File: src/rtl/types_pkg.sv
// Shared pipeline types: instruction word, memory-control bundle and the
// memory-stage handshake state encoding.
package types_pkg;

    typedef logic [15:0] uword;

    typedef struct packed {
        logic mem2r;   // load: writeback takes memory read data
        logic memwr;   // store
    } memc_t;

    typedef enum logic [1:0] {
        IDLE = 2'd0,
        REQ  = 2'd1,
        WAIT = 2'd2,
        DONE = 2'd3
    } memstage_state_t;

    // An instruction touches data memory if it either loads or stores.
    function automatic logic is_mem_op(input memc_t m);
        return m.mem2r || m.memwr;
    endfunction

endpackage

File: src/rtl/mem_stage_pipe_if.sv
// Data-memory bus: req/gnt request phase plus rvalid read-return phase.
// master = memory stage, slave = data memory.
interface mem_stage_pipe_if #(
    parameter int ADDR_W = 16,
    parameter int DATA_W = 16
);
    logic              mem_req;
    logic              mem_we;
    logic [ADDR_W-1:0] mem_addr;
    logic [DATA_W-1:0] mem_wdata;
    logic              mem_gnt;
    logic              mem_rvalid;
    logic [DATA_W-1:0] mem_rdata;

    modport master (
        output mem_req, mem_we, mem_addr, mem_wdata,
        input  mem_gnt, mem_rvalid, mem_rdata
    );

    modport slave (
        input  mem_req, mem_we, mem_addr, mem_wdata,
        output mem_gnt, mem_rvalid, mem_rdata
    );
endinterface

File: src/rtl/mem_req_fsm.sv
// Memory-access handshake controller for mem_stage_pipe: owns the
// IDLE/REQ/WAIT/DONE state, the registered req/we bus outputs and, when
// MEM_STAGE_TIMEOUT_EN is defined, the gnt/rvalid timeout counter and the
// sticky mem_err flag.
module mem_req_fsm
    import types_pkg::*;
#(
    parameter int DATA_W  = 16,
    parameter int TIMEOUT = 64
) (
    input  logic              clk,
    input  logic              rst,
    input  logic              halt_sys,
    input  logic              start,      // accepted memory op this cycle
    input  logic              write,      // accepted op is a store
    input  logic              mem_gnt,
    input  logic              mem_rvalid,
    input  logic [DATA_W-1:0] mem_rdata,
    output memstage_state_t   state,
    output logic              mem_req,
    output logic              mem_we,
    output logic              load,       // result registers load this edge
    output logic [DATA_W-1:0] load_data,  // read data to load with it
    output logic              mem_err
);

    logic timeout_hit;

`ifdef MEM_STAGE_TIMEOUT_EN
    localparam int CNT_W = $clog2(TIMEOUT + 1);

    logic [CNT_W-1:0] cnt;
    logic             err_q;

    // Expiry only counts while the awaited response is still missing.
    assign timeout_hit = ((state == REQ && !mem_gnt) || (state == WAIT && !mem_rvalid))
                         && (cnt == CNT_W'(TIMEOUT - 1));

    // Cycle counter: cleared on entry to REQ (from IDLE) and to WAIT (on gnt).
    always_ff @(posedge clk or negedge rst) begin
        if (!rst) begin
            cnt <= '0;
        end else if (state == IDLE || (state == REQ && mem_gnt)) begin
            cnt <= '0;
        end else if (state == REQ || state == WAIT) begin
            cnt <= cnt + CNT_W'(1);
        end
    end

    // Sticky error flag, cleared only by reset.
    always_ff @(posedge clk or negedge rst) begin
        if (!rst) begin
            err_q <= 1'b0;
        end else if (timeout_hit) begin
            err_q <= 1'b1;
        end
    end

    assign mem_err = err_q;
`else
    assign timeout_hit = 1'b0;
    assign mem_err     = 1'b0;
`endif

    // Result-load strobe: every transition into DONE captures the result.
    // NOTE: default assignment first so no path leaves load unassigned (no latch).
    always_comb begin
        load = 1'b0;
        case (state)
            REQ:     load = timeout_hit || (mem_gnt && (mem_we || mem_rvalid));
            WAIT:    load = timeout_hit || mem_rvalid;
            default: load = 1'b0;
        endcase
    end

    // A timed-out read returns zero instead of whatever is on the bus.
    assign load_data = timeout_hit ? '0 : mem_rdata;

    // Handshake state machine with registered req/we outputs.
    // NOTE: non-blocking assignments so every register samples pre-edge values.
    always_ff @(posedge clk or negedge rst) begin
        if (!rst) begin
            state   <= IDLE;
            mem_req <= 1'b0;
            mem_we  <= 1'b0;
        end else begin
            case (state)
                IDLE: begin
                    if (start) begin
                        state   <= REQ;
                        mem_req <= 1'b1;
                        mem_we  <= write;
                    end
                end
                REQ: begin
                    if (timeout_hit) begin
                        state   <= DONE;
                        mem_req <= 1'b0;
                        mem_we  <= 1'b0;
                    end else if (mem_gnt) begin
                        mem_req <= 1'b0;
                        mem_we  <= 1'b0;
                        // Stores never see rvalid; a read may return in the gnt cycle.
                        state   <= (mem_we || mem_rvalid) ? DONE : WAIT;
                    end
                end
                WAIT: begin
                    if (timeout_hit || mem_rvalid) begin
                        state <= DONE;
                    end
                end
                DONE: begin
                    // Halt parks the finished result here until it can be delivered.
                    if (!halt_sys) begin
                        state <= IDLE;
                    end
                end
                default: state <= IDLE;
            endcase
        end
    end

endmodule

File: src/rtl/mem_stage_pipe.sv
// Pipeline memory-access stage between execute and writeback. Captures the
// execute-stage bundle, runs at most one data-memory access at a time over
// the req/gnt/rvalid bus and presents the writeback bundle with a one-cycle
// out_valid pulse. Optional timeout: define MEM_STAGE_TIMEOUT_EN.
module mem_stage_pipe
    import types_pkg::*;
#(
    parameter int DATA_W  = 16,
    parameter int ADDR_W  = 16,
    parameter int HI_W    = 16,
    parameter int TIMEOUT = 64
) (
    input  logic                   clk,
    input  logic                   rst,
    input  logic                   halt_sys,
    input  logic                   in_valid,
    output logic                   in_ready,
    input  uword                   instruction,
    input  logic [HI_W+DATA_W-1:0] alu,
    input  memc_t                  memc,
    input  logic [DATA_W-1:0]      r1_data,
    input  logic                   r0_en,
    output logic                   out_valid,
    output logic [HI_W+DATA_W-1:0] data,
    output logic [DATA_W-1:0]      r1_data_out,
    output memc_t                  out_memc,
    output logic                   out_r0_en,
    output uword                   instruction_out,
    mem_stage_pipe_if.master       bus,
    output logic                   mem_err
);

    memstage_state_t        state;
    logic                   accept;
    logic                   is_mem;
    logic                   fsm_req;
    logic                   fsm_we;
    logic                   fsm_load;
    logic [DATA_W-1:0]      fsm_data;
    logic                   nonmem_pulse;

    uword                   req_instr;
    logic [HI_W+DATA_W-1:0] req_alu;
    memc_t                  req_memc;
    logic [DATA_W-1:0]      req_r1;
    logic                   req_r0_en;

    assign is_mem   = is_mem_op(memc);
    assign in_ready = rst && (state == IDLE) && !halt_sys;
    assign accept   = in_valid && in_ready;

    mem_req_fsm #(
        .DATA_W  (DATA_W),
        .TIMEOUT (TIMEOUT)
    ) u_fsm (
        .clk        (clk),
        .rst        (rst),
        .halt_sys   (halt_sys),
        .start      (accept && is_mem),
        .write      (memc.memwr),
        .mem_gnt    (bus.mem_gnt),
        .mem_rvalid (bus.mem_rvalid),
        .mem_rdata  (bus.mem_rdata),
        .state      (state),
        .mem_req    (fsm_req),
        .mem_we     (fsm_we),
        .load       (fsm_load),
        .load_data  (fsm_data),
        .mem_err    (mem_err)
    );

    // Address and store data come straight from the request registers, so
    // they stay stable for the whole request phase.
    assign bus.mem_req   = fsm_req;
    assign bus.mem_we    = fsm_we;
    assign bus.mem_addr  = req_alu[ADDR_W-1:0];
    assign bus.mem_wdata = req_r1;

    // Request registers: snapshot of the execute bundle on every accept.
    always_ff @(posedge clk or negedge rst) begin
        if (!rst) begin
            req_instr <= '0;
            req_alu   <= '0;
            req_memc  <= '0;
            req_r1    <= '0;
            req_r0_en <= 1'b0;
        end else if (accept) begin
            req_instr <= instruction;
            req_alu   <= alu;
            req_memc  <= memc;
            req_r1    <= r1_data;
            req_r0_en <= r0_en;
        end
    end

    // Writeback registers: loaded directly on a non-memory accept, or from the
    // request registers when a memory access completes; held otherwise.
    always_ff @(posedge clk or negedge rst) begin
        if (!rst) begin
            data            <= '0;
            r1_data_out     <= '0;
            out_memc        <= '0;
            out_r0_en       <= 1'b0;
            instruction_out <= '0;
            nonmem_pulse    <= 1'b0;
        end else begin
            nonmem_pulse <= accept && !is_mem;
            if (accept && !is_mem) begin
                data            <= alu;
                r1_data_out     <= r1_data;
                out_memc        <= memc;
                out_r0_en       <= r0_en;
                instruction_out <= instruction;
            end else if (fsm_load) begin
                data            <= {req_alu[HI_W+DATA_W-1:DATA_W],
                                    req_memc.mem2r ? fsm_data : req_alu[DATA_W-1:0]};
                r1_data_out     <= req_r1;
                out_memc        <= req_memc;
                out_r0_en       <= req_r0_en;
                instruction_out <= req_instr;
            end
        end
    end

    // Memory results are delivered during DONE unless the system is halted.
    assign out_valid = nonmem_pulse || (state == DONE && !halt_sys);

endmodule

File: src/flat_wrapper.sv
// flat-port wrapper written by rule: the top's interface ports become plain ports
module mem_stage_pipe_flat import types_pkg::*;
#(
    parameter int DATA_W  = 16,
    parameter int ADDR_W  = 16,
    parameter int HI_W    = 16,
    parameter int TIMEOUT = 64
)
  (clk, rst, halt_sys, in_valid, in_ready, instruction, alu, memc, r1_data, r0_en, out_valid, data, r1_data_out, out_memc, out_r0_en, instruction_out, mem_err, bus_mem_req, bus_mem_we, bus_mem_addr, bus_mem_wdata, bus_mem_gnt, bus_mem_rvalid, bus_mem_rdata);
  mem_stage_pipe_if #(.ADDR_W(ADDR_W), .DATA_W(DATA_W)) bus_i ();
  input  logic clk;
  input  logic rst;
  input  logic halt_sys;
  input  logic in_valid;
  output logic in_ready;
  input  uword instruction;
  input  logic [HI_W+DATA_W-1:0] alu;
  input  memc_t memc;
  input  logic [DATA_W-1:0] r1_data;
  input  logic r0_en;
  output logic out_valid;
  output logic [HI_W+DATA_W-1:0] data;
  output logic [DATA_W-1:0] r1_data_out;
  output memc_t out_memc;
  output logic out_r0_en;
  output uword instruction_out;
  output logic mem_err;
  output wire logic [$bits(bus_i.mem_req)-1:0] bus_mem_req;
  output wire logic [$bits(bus_i.mem_we)-1:0] bus_mem_we;
  output wire logic [$bits(bus_i.mem_addr)-1:0] bus_mem_addr;
  output wire logic [$bits(bus_i.mem_wdata)-1:0] bus_mem_wdata;
  input wire logic [$bits(bus_i.mem_gnt)-1:0] bus_mem_gnt;
  input wire logic [$bits(bus_i.mem_rvalid)-1:0] bus_mem_rvalid;
  input wire logic [$bits(bus_i.mem_rdata)-1:0] bus_mem_rdata;
  assign bus_mem_req = bus_i.mem_req;
  assign bus_mem_we = bus_i.mem_we;
  assign bus_mem_addr = bus_i.mem_addr;
  assign bus_mem_wdata = bus_i.mem_wdata;
  assign bus_i.mem_gnt = bus_mem_gnt;
  assign bus_i.mem_rvalid = bus_mem_rvalid;
  assign bus_i.mem_rdata = bus_mem_rdata;
  mem_stage_pipe #(.DATA_W(DATA_W), .ADDR_W(ADDR_W), .HI_W(HI_W), .TIMEOUT(TIMEOUT)) u_core (.clk(clk), .rst(rst), .halt_sys(halt_sys), .in_valid(in_valid), .in_ready(in_ready), .instruction(instruction), .alu(alu), .memc(memc), .r1_data(r1_data), .r0_en(r0_en), .out_valid(out_valid), .data(data), .r1_data_out(r1_data_out), .out_memc(out_memc), .out_r0_en(out_r0_en), .instruction_out(instruction_out), .bus(bus_i), .mem_err(mem_err));
endmodule
File: config.mk
export PLATFORM = sky130hd
export DESIGN_NAME = mem_stage_pipe_flat
export DESIGN_NICKNAME = d
export VERILOG_FILES = /design/src/rtl/types_pkg.sv /design/src/rtl/mem_stage_pipe_if.sv /design/src/rtl/mem_req_fsm.sv /design/src/rtl/mem_stage_pipe.sv /design/src/flat_wrapper.sv
export SDC_FILE = /design/constraint.sdc
export NUM_CORES = 1
export LEC_CHECK = 0
export CELL_PAD_IN_SITES_DETAIL_PLACEMENT = 0
export CELL_PAD_IN_SITES_GLOBAL_PLACEMENT = 1
export CORE_AREA = 5 5 113 169
export DETAILED_ROUTE_END_ITERATION = 7
export DIE_AREA = 0 0 118 174
export PLACE_DENSITY_LB_ADDON = 0.2
export SLEW_MARGIN = 20
export SYNTH_ARGS = -nofsm -noshare
export SYNTH_HDL_FRONTEND = slang
export SYNTH_HIERARCHICAL = 1
export SYNTH_SLANG_ARGS = --single-unit
File: constraint.sdc
create_clock -name clk -period 3.39 [get_ports clk]
set_input_delay 0.339 -clock clk [delete_from_list [all_inputs] [get_ports clk]]
set_output_delay 0.339 -clock clk [all_outputs]
set_load 0.02 [all_outputs]
### After elaboration in Yosys (flattened, before gate mapping)

Cells that the tools add are included.

* register bits after elaboration: 139

* reduce and logical (&&, ||, !) cells: 17
* eq/ne operators: 7
* mux-type cells: 23

Operators by type and width (number)
* $mux 16: 5
* $mux 32: 2
* $mux 2: 6
* $ne 2x2->1 const B: 4
* $pmux 2 s4: 1
* $logic_and 1x1->1: 7
* $mux 1: 6
* $pmux 1 s2: 3
* $eq 2x2->1 const B: 2
* $reduce_and 4->1: 1
* $reduce_bool 2->1: 2
* $logic_or 1x1->1: 3
* $reduce_and 3->1: 1
* $eq 2x1->1 const B: 1
* $logic_not 1->1: 2
* $logic_not 2->1: 1

### Depth between registers and ports, before layout

Gate-level depths: netlist of run 1.

* depth in word-level cells: 7
* mapped depth: 10
* depth with buffers taken out: 8

### By module

The synthesis of run 1 kept the hierarchy.

Modules (own cells, without submodules)
* mem_stage_pipe: instances 1, area an instance 6072.1 µm², sequential area each 3378.2 µm², cells each 417
* mem_req_fsm: instances 1, area an instance 452.9 µm², sequential area each 100.1 µm², cells each 48

### Worst setup path after synthesis of run 1

OpenSTA, ideal clock, no wires.

* path kind: reg-to-reg
* from: register u_core.u_fsm.state[1]
* to: register u_core.data[16]
* path buffers: 2
* cell stages (with the launch flop): 10
* data arrival time: 2.293 ns
* clock period less this slack: 2.420 ns
* path slack: 0.970 ns
* cell sequence: dfrtp_1 inv_1 ha_1 o21a_1 a22oi_1 nor2b_1 buf_2 buf_1 mux2_2 mux2_1

RTL lines
* start, declared: line mem_req_fsm.sv:19 `output memstage_state_t state,`
* start signal, assigned: line mem_req_fsm.sv:104 `state <= (mem_we || mem_rvalid) ? DONE : WAIT;`
* $eq 2x2->1 or $eq 2x1->1 (tied branches): line mem_req_fsm.sv:69 `case (state)`
* $pmux 1 s2 *: line mem_req_fsm.sv:69
* via u_core.fsm_load: line mem_stage_pipe.sv:38 `logic fsm_load;`
* $reduce_bool 2->1 (no source line) *
* end signal, assigned: line mem_stage_pipe.sv:109 `data <= alu;`
* end signal, assigned: line mem_stage_pipe.sv:115 `data <= {req_alu[HI_W+DATA_W-1:DATA_W],`
* end, declared: line mem_stage_pipe.sv:24 `output logic [HI_W+DATA_W-1:0] data,`

Mark *: on every way through the listed nets, which the timed path passes. The rest lies on a longest branch.
A chain may end at the register's enable or synchronous reset.

### Worst setup path in the final report of run 1

* from: input port rst
* to: output port in_ready

* cells in the longest elaborated chain, start to end: 2

RTL lines
* start, declared: line flat_wrapper.sv:12 `input logic rst;`
* $logic_and 1x1->1 (2 in a row): line mem_stage_pipe.sv:49 `assign in_ready = rst && (state == IDLE) && !halt_sys;`
* end, declared: line flat_wrapper.sv:15 `output logic in_ready;`

Every way passes these cells.

==> flow_summary.toml, run 1 <==
[die]
die_x_microns = 118
start_util_pct = 37.14
die_y_microns = 174
rows = 60
core_area_sq_um = 17570
dieArea_sq_um = 20530
io-pin-count = 193

[critical_path]
ff2ff_setup_slack_ns = 0.76
required_ns = 3.05
end_kind = "output pin"
r2r-end = "u_core/r1_data_out[8]"
arrival_ns = 2.54
cp_max_fo = 41
r2r-start = "u_core/u_fsm/state[1]"
reg2regPathDepth = 8
criticalPathCategory = "in2out"
start_kind = "input port"

[placement]
gp_congestion = 0.7335
dpl-instance-area_sq_um = 8402
dp_hpwl_mm = 11.07
port_buffers = 191

[logic_synthesis]
synth_fp_nets = 559
ys_ff_latch = 139
netlist_instances = 465
syn_avg_cell_area_sq_um = 14.03
synth.distinct_cells = 30
seq_area_frac_synth_pct = 53.31
yosysWarnings = 6
syn_area_sq_um = 6525

[global_routing]
use_met2_pct = 28.40
grt_util_all_layers_pct = 15.67
grt_busiest_layer = "met2"
antenna_found_initial = 0
grt_max_degree = 52
grt-ovfl-total = 0
grt_pass1_wl_mm = 25.63
grtUsageMet1_pct = 16.37
grt_pass1_vias = 4664
grt_use_met3_pct = 5.534

[clocking]
cts-htree-levels = 4
cts_setup_buffers = 0
clock_sinks = 139
cts_tree = "built"
clock_latency_ns = 0.41
clk_pin_slew_ns = 0.06
cts_buffer_depth = 2
cts_buffers = 17
cts-root-buf = "clkbuf_16"

[pwr]
power-per-cell-area_nw_per_um2 = 993.6
peakVddDrop_mv = 0.5875
leakagePower_nw = 3.845

[timing]
tightest_slew_ns = 1.017
rsz0062_at_grt = "no"
hold_viol_final = 0
slew_viol_final = 0
min_period_ns = 2.875
clock_skew_ns = 0.01069
max_freq_ghz = 0.3478
setup_viol = 0
relSlewSlack_pct = 32.19
post-route-period-util_pct = 84.81
tns_ns = 0

[drt]
drtAntennaViolNets = 0
route.vias.total = 4152
wl_per_cell_microns = 18.24
via_per_inst = 4.850
dr.pass1.iters = 4
routed_wl_mm = 15.62
dr.first_iter.drc_count = 98
drc = 0

[final_layout]
syn_to_final_growth_pct = 38.26
diodes = 0
drive_gt1_share_pct = 29.58
final_cell_mix = "clkdlybuf4s50_1 (190), mux2_2 (142), dfrtp_1 (139)"
final_common_cell = "clkdlybuf4s50_1"
fin_nets = 720
postLayoutCellArea_sq_um = 9021

[job]
drv_cap = 0

[worst_hold_path]
hp-class = "in2async"

[status]
status = "finished clean"
## worst max-delay path by stage
stage,from,endpoint,slack (ns),cells after the start
3_5_place_dp,bus_mem_rvalid,u_core/r1_data_out[8],0.71,7
6_report,rst,in_ready,0.51,4
3_3_place_gp,bus_mem_rvalid,u_core/r1_data_out[7],0.78,7
5_1_grt,rst,in_ready,0.40,4
2_1_floorplan,u_core/u_fsm/state[1],u_core/data[16],0.97,9
4_1_cts,rst,in_ready,0.48,4
## flip-flops by register name, summed over array words and instances (netlist names)
register	cells
u_core/req_alu	32
u_core/out_memc	2
u_core/r1_data_out	16
u_core/u_fsm/mem_req	1
u_core/bus.mem_wdata	16
u_core/u_fsm/mem_we	1
u_core/req_instr	16
u_core/instruction_out	16
u_core/nonmem_pulse	1
u_core/req_r0_en	1
u_core/out_r0_en	1
u_core/u_fsm/state	2
u_core/data	32
u_core/req_memc	2
## cells by family after synthesis
group	share of synthesized area (%)
AO/OA/AOI/OAI	2.896
adder cells (fa/ha/maj)	0.9588
AND/OR/NAND/NOR	2.205
other	0.05747
multiplexers	34.23
buffers and inverters	6.347
flip-flops	53.31
## metal layers
metal	wire [microns]	vias up
li1	-	1932
met1	5828	2071
met2	8407	129
met3	1016	20
met4	363	0
met5	0	-
## cell type report
| cell class | instances | area [sq um] |
|---|---|---|
| clock buffers | 20 | 446.7 |
| clock inverters | 12 | 162.7 |
| fillers | 1560 | 8546 |
| inverters | 5 | 18.77 |
| multi-input cells | 263 | 2660 |
| flip-flops and latches | 139 | 3478 |
| well taps | 217 | 271.5 |
| repair buffers | 200 | 1983 |
## synth_stat cells
library cell	n	area share, %
nand2b_2	1	0.13
buf_4	33	3.8
a31oi_1	4	0.38
nand2_1	4	0.23
o2111ai_4	1	0.40
ha_1	5	0.96
dfrtp_1	139	53
mux2_1	39	6.7
a22o_1	1	0.13
o21a_1	1	0.12
conb_1	1	0.057
o31ai_1	2	0.23
nand2b_4	1	0.21
inv_1	5	0.29
nor4b_4	1	0.36
buf_1	8	0.46
buf_6	6	1.0
a21oi_1	16	1.2
buf_2	7	0.54
a22oi_1	1	0.12
nand3_1	1	0.077
o21ai_0	1	0.077
o21bai_1	1	0.12
clkbuf_1	4	0.23
nor2b_1	1	0.096
mux2_4	1	0.23
mux2i_1	18	2.8
o22ai_1	1	0.096
nor2_1	19	1.1
mux2_2	142	25
## power by group
| group | internal, mW | switching, mW |
|---|---|---|
| clock | 1.18 | 0.718 |
| sequential | 2.48 | 0.525 |
| combinational | 2.27 | 1.78 |
## per-stage QoR
step / setup slack (ns) / power, mW / cells / hold WS (ns) / utilization, %
2_1_floorplan: 0.9696 / 5.491 / 465 / 0.04341 / -
3_3_place_gp: 0.7770 / 7.015 / 823 / 0.2659 / 47.83
3_5_place_dp: 0.7083 / 7.167 / 823 / 0.2754 / 47.83
4_1_cts: 0.4769 / 9.120 / 856 / 0.3953 / 51.35
5_1_grt: 0.3991 / 9.530 / 856 / 0.4273 / 51.35
6_report: 0.5148 / 8.964 / 856 / 0.3981 / 51.35
## timing repair
action                                 in CTS  in global routing
gates resized for setup                     0                  0
hold buffers                                1                  0
endpoints found under the hold margin      38                  0
## critical path: stages
cell,delay (ns)
dlygate4sd3_1,0.54
buf_6,0.34
nor4b_4,0.55
clkdlybuf4s50_1,0.72
(Power assumes the default switching activity.)
==> run 2, diff against run 1 <==
CORE_AREA = 5 5 120 178   (was 5 5 113 169)
DIE_AREA = 0 0 125 183   (was 0 0 118 174)
clock period = 2.3 ns   (was 3.39 ns; I/O delays follow)
==> run 2 against run 1 <==
Compared with the run above: the run now ends with negative hold slack left; core utilization decreased by 4.5 points; global-route usage decreased by 1.4 points; sequential share of layout area decreased by 0.75 points; critical path type is now reg2reg; critical endpoint is now u_core/data[16]; highest routed layer is now met5.
==> flow_summary.toml, run 2 (synthesis gave the netlist of run 1 again) <==
[global_routing]
grt_pass1_wl_mm = 25.51
grt_busiest_layer = "met2"
grt-ovfl-total = 0
antenna_found_initial = 2
grt_util_all_layers_pct = 14.27
grt_use_met3_pct = 5.245
grt_max_degree = 140
grtUsageMet1_pct = 14.35
use_met2_pct = 26.16
grt_pass1_vias = 4726

[die]
core_area_sq_um = 19630
start_util_pct = 33.24
io-pin-count = 193
die_x_microns = 125
dieArea_sq_um = 22880
rows = 63
die_y_microns = 183

[critical_path]
required_ns = 2.59
criticalPathCategory = "reg2reg"
end_kind = "flop"
arrival_ns = 2.43
start_kind = "flop"
ff2ff_setup_slack_ns = 0.15
cp_max_fo = 32

[clocking]
cts_buffer_depth = 2
clk_pin_slew_ns = 0.06
clock_sinks = 139
postCtsHoldBufs = 0
cts-htree-levels = 4
cts_tree = "built"
cts_buffers = 17
cts-root-buf = "clkbuf_16"
clock_latency_ns = 0.41

[timing]
setup_viol = 0
tightest_slew_ns = 0.7497
hold_viol_final = 76
hold_slack_ns = -0.04375
clock_skew_ns = 0.008546
tns_ns = 0
post-route-period-util_pct = 93.27
rsz0062_at_grt = "no"
slew_viol_final = 0
relSlewSlack_pct = 50.02
min_period_ns = 2.145
max_freq_ghz = 0.4661
setup_ws_ns = 0.1547

[final_layout]
syn_to_final_growth_pct = 41.00
top_regs = "u_core/data (32), u_core/req_alu (32)"
fin_nets = 727
fin_cells = 905
final_common_cell = "clkdlybuf4s50_1"
multi_input_area_sq_um = 2663
final_util_pct = 46.87
final_cell_mix = "clkdlybuf4s50_1 (189), mux2_2 (142), dfrtp_1 (139)"
drive_gt1_share_pct = 30.54
fill_cells = 1773
diodes = 0
seqCellArea_sq_um = 3478

[drt]
dr.pass1.iters = 4
drc = 0
via_per_inst = 4.664
drtAntennaViolNets = 0
route.vias.total = 4221
routed_wl_mm = 16.17
wl_per_cell_microns = 17.87
dr.first_iter.drc_count = 142

[worst_hold_path]
hp-class = "in2async"

[placement]
port_buffers = 191
place_ws_ns = 0.002474
gp_congestion = 0.7368
dp_hpwl_mm = 11.17
placed_cells = 871

[pwr]
power_frac_seq_pct = 32.7
p_clk_share_pct = 20.1
p_sw_share_pct = 33.62
switchingPower_mw = 4.459
leakagePower_nw = 3.918
power_mw = 13.26
power-per-cell-area_nw_per_um2 = 1442
power.share.combinational_pct = 47.1
peakVddDrop_mv = 0.6877
p_int_mw = 8.803

[job]
drv_cap = 0

[status]
violations = "negative hold slack"
status = "finished, violations left"
## run 2: changes by cell type in the layout (fill, tap and decap cells not counted), sizes merged
cell	previous run	this run
clkinv	1	3
clkbuf	20	22
inv	8	6
dlygate4sd2	0	1
buf	9	16
dlygate4sd3	1	0
bufinv	3	2
clkinvlp	5	4
clkdlybuf4s50	190	189
## run 2: final cells by class
type | instances | area share [%]
Sequential cell | 139 | 37.81
Multi-Input combinational cell | 263 | 28.94
Timing Repair Buffer | 207 | 23.23
Clock buffer | 21 | 5.005
Tap cell | 260 | 3.536
Clock inverter | 10 | 1.278
Inverter | 5 | 0.2040
## run 2: power by group through the flow
stage	Sequential [mW]	Combinational, mW	Clock, mW
6_report	4.34	6.25	2.67
3_3_place_gp	4.33	6.16	0
5_1_grt	4.51	6.71	2.86
2_1_floorplan	5.16	2.95	0
4_1_cts	4.36	6.30	2.77
3_5_place_dp	4.40	6.28	0
## run 2: per-layer routing
| layer | vias to the layer above | routed length (microns) |
|---|---|---|
| li1 | 1955 | - |
| met1 | 2105 | 5817 |
| met2 | 128 | 8801 |
| met3 | 29 | 1099 |
| met4 | 4 | 425 |
| met5 | - | 27 |
## run 2: final timing paths
| kind | cells after the start | endpoint | start |
|---|---|---|---|
| min | 2 | u_core/req_instr[1] | rst |
| min in group clk | 4 | u_core/out_memc[0] | rst |
| max in group asynchronous | 2 | u_core/req_alu[9] | rst |
| max reg2reg | 9 | u_core/data[16] | u_core/u_fsm/state[1] |
| max | 9 | u_core/data[16] | u_core/u_fsm/state[1] |
| min reg2reg | 1 | u_core/req_instr[9] | u_core/req_instr[9] |
## run 2: metrics by stage
| stage | hold WS (ns) | instance area (sq um) |
|---|---|---|
| 2_1_floorplan | -0.06559 | 6540 |
| 3_3_place_gp | 0.4568 | 8583 |
| 3_5_place_dp | 0.4696 | 8583 |
| 4_1_cts | 0.01887 | 9160 |
| 5_1_grt | 0.01102 | 9200 |
| 6_report | -0.04375 | 9200 |
## run 2: worst max-delay path, stage by stage (launching register included)
cell and delay [ns]:
dfrtp_1 0.37, inv_1 0.10, ha_1 0.18, o21a_1 0.15
a22oi_1 0.10, nor2b_4 0.14, buf_4 0.14, buf_12 0.20
mux2_2 0.35, mux2_1 0.30
## run 2: repair_timing
action,CTS,global route
gates resized for setup,1,0
gates cloned,0,1
setup buffers,0,2
endpoints found under the hold margin,0,0
setup endpoints to repair,1,1
